## config.mk

```make
export PLATFORM = sky130hd
export DESIGN_NAME = seq_to_par
export DESIGN_NICKNAME = d
export VERILOG_FILES = /design/src/rtl/seq_to_par.sv
export SDC_FILE = /design/constraint.sdc
export NUM_CORES = 1
export LEC_CHECK = 0
export ABC_AREA = 0
export BUFFER_PORTS_ARGS = -buffer_cell sky130_fd_sc_hd__buf_2
export CORE_AREA = 8 8 45 47
export DETAILED_ROUTE_END_ITERATION = 7
export DIE_AREA = 0 0 53 55
export PLACE_DENSITY = 0.81
export SLEW_MARGIN = 25
export SYNTH_ARGS = -nofsm -noshare
export SYNTH_HDL_FRONTEND = slang
export SYNTH_SLANG_ARGS = --single-unit
```

## constraint.sdc

```tcl
create_clock -name clk -period 4.7 [get_ports clk]
set_input_delay 0.94 -clock clk [delete_from_list [all_inputs] [get_ports clk]]
set_output_delay 0.94 -clock clk [all_outputs]
set_load 0.05 [all_outputs]
```

## src/rtl/seq_to_par.sv

```systemverilog
// Serial-to-parallel receiver: assembles WIDTH LSB-first serial bits into a word
// and offers it through a valid/ready holding register with overrun/resync status.
module seq_to_par #(
    parameter int WIDTH     = 4,
    parameter bit START_REQ = 1'b1
) (
    input  logic             clk,
    input  logic             rst_n,
    input  logic             in_valid,
    input  logic             in_bit,
    input  logic             in_start,
    output logic [WIDTH-1:0] out_data,
    output logic             out_valid,
    input  logic             out_ready,
    output logic             overrun,
    input  logic             clr_overrun,
    output logic             resync
);

    localparam int CW = $clog2(WIDTH + 1);
    localparam logic [CW-1:0] LAST = CW'(WIDTH - 1);

    typedef enum logic {HUNT, COLLECT} state_t;
    localparam state_t IDLE_STATE = state_t'(START_REQ ? HUNT : COLLECT);

    state_t           r_state, w_state_nxt;
    logic [CW-1:0]    r_cnt, w_cnt_nxt;
    logic [WIDTH-1:0] r_sr, w_sr_nxt, w_word;
    logic             w_complete, w_resync, w_buf_free;

    assign w_word     = {in_bit, r_sr[WIDTH-1:1]};
    assign w_buf_free = !out_valid || out_ready;

    always_ff @(posedge clk or negedge rst_n) begin
        if (!rst_n) begin
            r_state <= IDLE_STATE;
            r_cnt   <= '0;
            r_sr    <= '0;
        end else begin
            r_state <= w_state_nxt;
            r_cnt   <= w_cnt_nxt;
            r_sr    <= w_sr_nxt;
        end
    end

    // An in_start mid-frame (including on the would-be last bit) restarts the
    // frame with this bit as bit 0; stale sr bits shift out before completion.
    always_comb begin
        w_state_nxt = r_state;
        w_cnt_nxt   = r_cnt;
        w_sr_nxt    = r_sr;
        w_complete  = 1'b0;
        w_resync    = 1'b0;
        case (r_state)
            HUNT: begin
                if (in_valid && in_start) begin
                    w_sr_nxt    = w_word;
                    w_cnt_nxt   = CW'(1);
                    w_state_nxt = COLLECT;
                end
            end
            COLLECT: begin
                if (in_valid) begin
                    w_sr_nxt = w_word;
                    if (in_start && r_cnt != '0) begin
                        w_resync  = 1'b1;
                        w_cnt_nxt = CW'(1);
                    end else if (r_cnt == LAST) begin
                        w_complete  = 1'b1;
                        w_cnt_nxt   = '0;
                        w_state_nxt = IDLE_STATE;
                    end else begin
                        w_cnt_nxt = r_cnt + 1'b1;
                    end
                end
            end
            default: w_state_nxt = IDLE_STATE;
        endcase
    end

    always_ff @(posedge clk or negedge rst_n) begin
        if (!rst_n) begin
            out_data  <= '0;
            out_valid <= 1'b0;
            overrun   <= 1'b0;
            resync    <= 1'b0;
        end else begin
            resync <= w_resync;
            if (w_complete && w_buf_free) begin
                out_data  <= w_word;
                out_valid <= 1'b1;
            end else if (out_valid && out_ready) begin
                out_valid <= 1'b0;
            end
            if (w_complete && !w_buf_free) begin
                overrun <= 1'b1;
            end else if (clr_overrun) begin
                overrun <= 1'b0;
            end
        end
    end

endmodule
```

; After elaboration in Yosys (flattened, before gate mapping)
; Index checks and enable logic that the tools add are counted.
[word_totals]
elab_cells = 48
in_bits = 7
ff_bits = 15
output_inout_bits = 7
[op_classes]
addsub = 1
n_reduce_logical = 12
bitwise = 1
muxes = 24
n_eq_ne = 3
[op_table]
columns = operator, count
row1 = 1-bit two-way mux, 15
row2 = 3-bit two-way mux, 4
row3 = 4-bit two-way mux, 2
row4 = 4-bit one-hot mux with 2 select lines, 1
row5 = 3-bit one-hot mux with 2 select lines, 1
row6 = 1-bit logical AND, 5
row7 = "2-bit != test, second input constant", 2
row8 = 2-bit nonzero test, 2
row9 = "3-bit by 1-bit adder with 3-bit output, second input constant", 1
row10 = "3-bit by 2-bit equality test with 1-bit output, second input constant", 1
row11 = 3-bit nonzero test, 1
row12 = 1-bit zero test, 2
row13 = 1-bit one-hot mux with 2 select lines, 1
row14 = 2-bit AND reduction, 1
row15 = 1-bit logical OR, 1
row16 = 1-bit NOT, 1

; Depth between registers and ports, before layout
[logic_depth]
depth_word = 7
ltp_mapped = 5
mapped_depth_nobuf = 5

; Worst setup path after synthesis
; Ideal clock, no wire load.
[synth_path]
path_type = input to register
startpoint = input port in_start
endpoint = register out_data[3]
slack_ps = 2776
n_path_buf = 0
t_arrival_ps = 1799
required_time_ps = 4575
cell_stages = 3
setup_ps = 125
path_cell_list = and2b_4 nor4b_4 mux2_2
[synth_via]
elab_chain_len = 5
[synth_rtl]
columns = element, line_no
row1 = from (decl), 11  ; input logic in_start,
row2 = 1-bit logical AND, 65  ; if (in_start && r_cnt != '0) begin
row3 = 1-bit two-way mux, 65
row4 = 1-bit two-way mux, 63  ; if (in_valid) begin
row5 = 1-bit two-way mux, 54  ; case (r_state)
row6 = 1-bit logical AND, 89  ; if (w_complete && w_buf_free) begin
row7 = to (signal assigned), 90  ; out_data <= w_word;
row8 = to (decl), 12  ; output logic [WIDTH-1:0] out_data,
; No other way between the ends.
; A chain may end at the register's enable or synchronous reset.

; Final worst setup path
[layout_path]
startpoint = register out_data[0]
endpoint = output port out_data[0]
; No word-level cell between the ends.

==> reports/metrics.yaml <==
status:
  status: "finished clean"
floorplanning:
  coreArea_sq_um: 1384
  initial_core_util: 0.4629
  die_area_sq_um: 2915
  rows: 14
  dieWidth_um: 53
  dieHeight_um: 55
  io_pins: 14
critical_path:
  crit_path_max_incr_delay_ns: 0.38
  crit_chain: "buf_2"
  crit_family: "flip-flops"
  regToRegSetupSlack_ns: 2.94
  worstSetupPathType: "register to primary output"
  timing.rr.end: "out_data[0]$_DFFE_PN0P_"
  start_kind: "register"
  worstPathMaxFanout: 2
  cp.arrival_ns: 0.92
  r2r_cells: 5
  crit_path_top_delay_cell: "dfrtp_1"
  cp_data_required_time_ns: 3.76
  path_buf_inv: 1
  r2r_start: "r_cnt[0]$_DFFE_PN0P_"
  end_kind: "primary output"
sta:
  maxSlewHeadroom: 0.7213
  drv_slew: 0
  period_share: 0.3963
  fin_skew_ns: 0.001177
  min_period_ns: 1.862
  fin_tns_setup_ns: 0
  hold_violations: 0
  setup_viol: 0
  worst_pin_slew_ns: 0.4136
  fmax_mhz: 536.9
  rsz0062_at_grt: "false"
clock_network:
  clk_path_buf_depth: 2
  cts_hold_buffers: 0
  cts_made_buffers: 3
  htreeDepth: 1
  cts_root_buffer: "clkbuf_4"
  worstSkewPairLatency_ns: 0.27
  ctsResizeCount: 0
  clk_pin_slew_ns: 0.08
  tritoncts: "done"
  cts_sinks: 14
  post_cts_buffers: 0
synthesis:
  synth_top_area_share: 0.5469
  synth_cells: 54
  avgSynthCellArea_sq_um: 11.86
  syn-cell-area_sq_um: 640.6
  syn_nets: 63
  yosysTopAreaCell: "dfrtp_1"
  netlist_top_cells_area: "dfrtp_1 (55%), mux2_2 (12%), inv_1 (4.1%), ha_1 (3.9%), nor4b_4 (3.7%)"
  ys_seq_area_frac: 0.5469
  ys_ff_latch: 14
  yosysWarnings: 0
  ys_types: 20
grt:
  grt_start_max_net_pins: 15
  grt_use_met1: 0.09748
  grt_pass1_wl_mm: 2.097
  track_usage: 0.09735
  grt_pass1_vias: 483
  grt_use_met2: 0.1738
  grt_overflow: 0
  grt_busiest_layer: "met2"
  grt_antenna_before_repair: 0
  use_met3: 0.02674
pwr:
  pwr-share-clk: 0.165
  power_density_nw_per_um2: 670.8
  combPwrFrac: 0.441
  power_w: 0.0005111
  p_leak_nw: 0.3848
  p_int_w: 0.0002920
  ir_drop_uv: 371.9
  seqPwrFrac: 0.394
  switching_share: 0.4287
  p_switching_w: 0.0002191
detailed_routing:
  drtAntennaViolNets: 0
  drc: 0
  first_iter_violations: 8
  viasPerCell: 5.218
  wl_mm: 1.273
  vias: 454
  drt-pass1-iter-count: 3
  wl_per_cell_um: 14.63
min_path:
  hp-class: "register to register"
  holdPathEnd: "out_data[1]$_DFFE_PN0P_"
  min_from: "out_data[1]$_DFFE_PN0P_"
  hold_depth: 1
final_layout:
  fillers: 120
  layout-drive-gt1-share: 0.3944
  fin_nets: 81
  regArea_sq_um: 350.3
  num_antenna_cells: 0
  area_delta_synth_final_pct: 18.95
  multi_input_area_sq_um: 264.0
placement:
  hpwl_um: 999.5
  port_buffers: 13
  globalplace.congestion: 0.7192
run:
  max-cap-violations: 0
-- through the flow --
stage,cell area [sq um],std cells,hold slack (ns),utilization,setup WS [ns]
after CTS,762.0,87,0.5117,0.5506,2.833
after global placement,725.7,83,0.4863,0.5244,2.608
after detailed placement,725.7,83,0.4907,0.5244,2.575
final,762.0,87,0.5058,0.5506,2.838
after floorplan,640.6,54,0.4735,-,2.776
after global routing,762.0,87,0.5334,0.5506,2.809
-- layout by cell type, fill, tap and decap left out, drive strengths merged, types with 2 or more instances in the layout --
master and n:
nand2 5, buf 13, o21ai 3, mux2 7, dfrtp 14, nand2b 3, nand3 2, clkbuf 4
ha 2, inv 7
-- how the worst max path moves through the flow --
stage	start	end	slack (ns)	cells after the start
after floorplan	in_start	out_data[3]$_DFFE_PN0P_	2.78	3
after global placement	in_start	out_data[1]$_DFFE_PN0P_	2.61	4
after detailed placement	in_start	out_data[0]$_DFFE_PN0P_	2.58	4
after CTS	out_data[0]$_DFFE_PN0P_	out_data[0]	2.83	1
after global routing	out_data[0]$_DFFE_PN0P_	out_data[0]	2.81	1
final	out_data[0]$_DFFE_PN0P_	out_data[0]	2.84	1
-- sequential cells by signal (all words and copies together), names as in the netlist --
name	count
out_valid	1
r_cnt	3
r_state	1
out_data	4
r_sr	3
resync	1
overrun	1
-- final cells by class --
cell class                 count  share of cell area
sequential                    14              0.4598
multi-input combinational     33              0.3465
timing repair buffer          13             0.08539
clock buffer                   4             0.04762
inverter                       7             0.03448
tap                           16             0.02627
-- routing by layer --
| layer | wire length (um) | vias up |
|---|---|---|
| met5 | 0 | - |
| met4 | 14 | 0 |
| met3 | 90 | 2 |
| met2 | 676 | 12 |
| met1 | 492 | 225 |
| li1 | - | 215 |
-- logic make-up after synthesis --
kind of cell             count (synthesis)  synth area share
adder cells (fa/ha/maj)                  2           0.03906
flip-flops                              14            0.5469
multiplexers                             7            0.1231
AND/OR/NAND/NOR                         16            0.1699
buffers and inverters                    7           0.04102
AO/OA/AOI/OAI                            8           0.08008
-- cells in the mapped netlist, drive strengths merged --
cell type and n:
and2 1, o22ai 1, nor2 1, nor4b 1, dfrtp 14, nand3 2, o211ai 1, nor3b 1
inv 7, o21ai 3, nand2 5, ha 2, or3 1, a221o 1, o21a 1, nand2b 3
mux2 7, a21oi 1, and2b 1
-- power groups by stage --
stage                     Sequential (W)  Combinational, W  Clock [W]
final                           0.000201          0.000225  0.0000844
after CTS                       0.000200          0.000228  0.0000893
after detailed placement        0.000203          0.000226          0
after global placement          0.000200          0.000216          0
after floorplan                 0.000271         0.0000983          0
after global routing            0.000207          0.000242  0.0000941
Note: power is estimated with default switching activity, not from simulation.
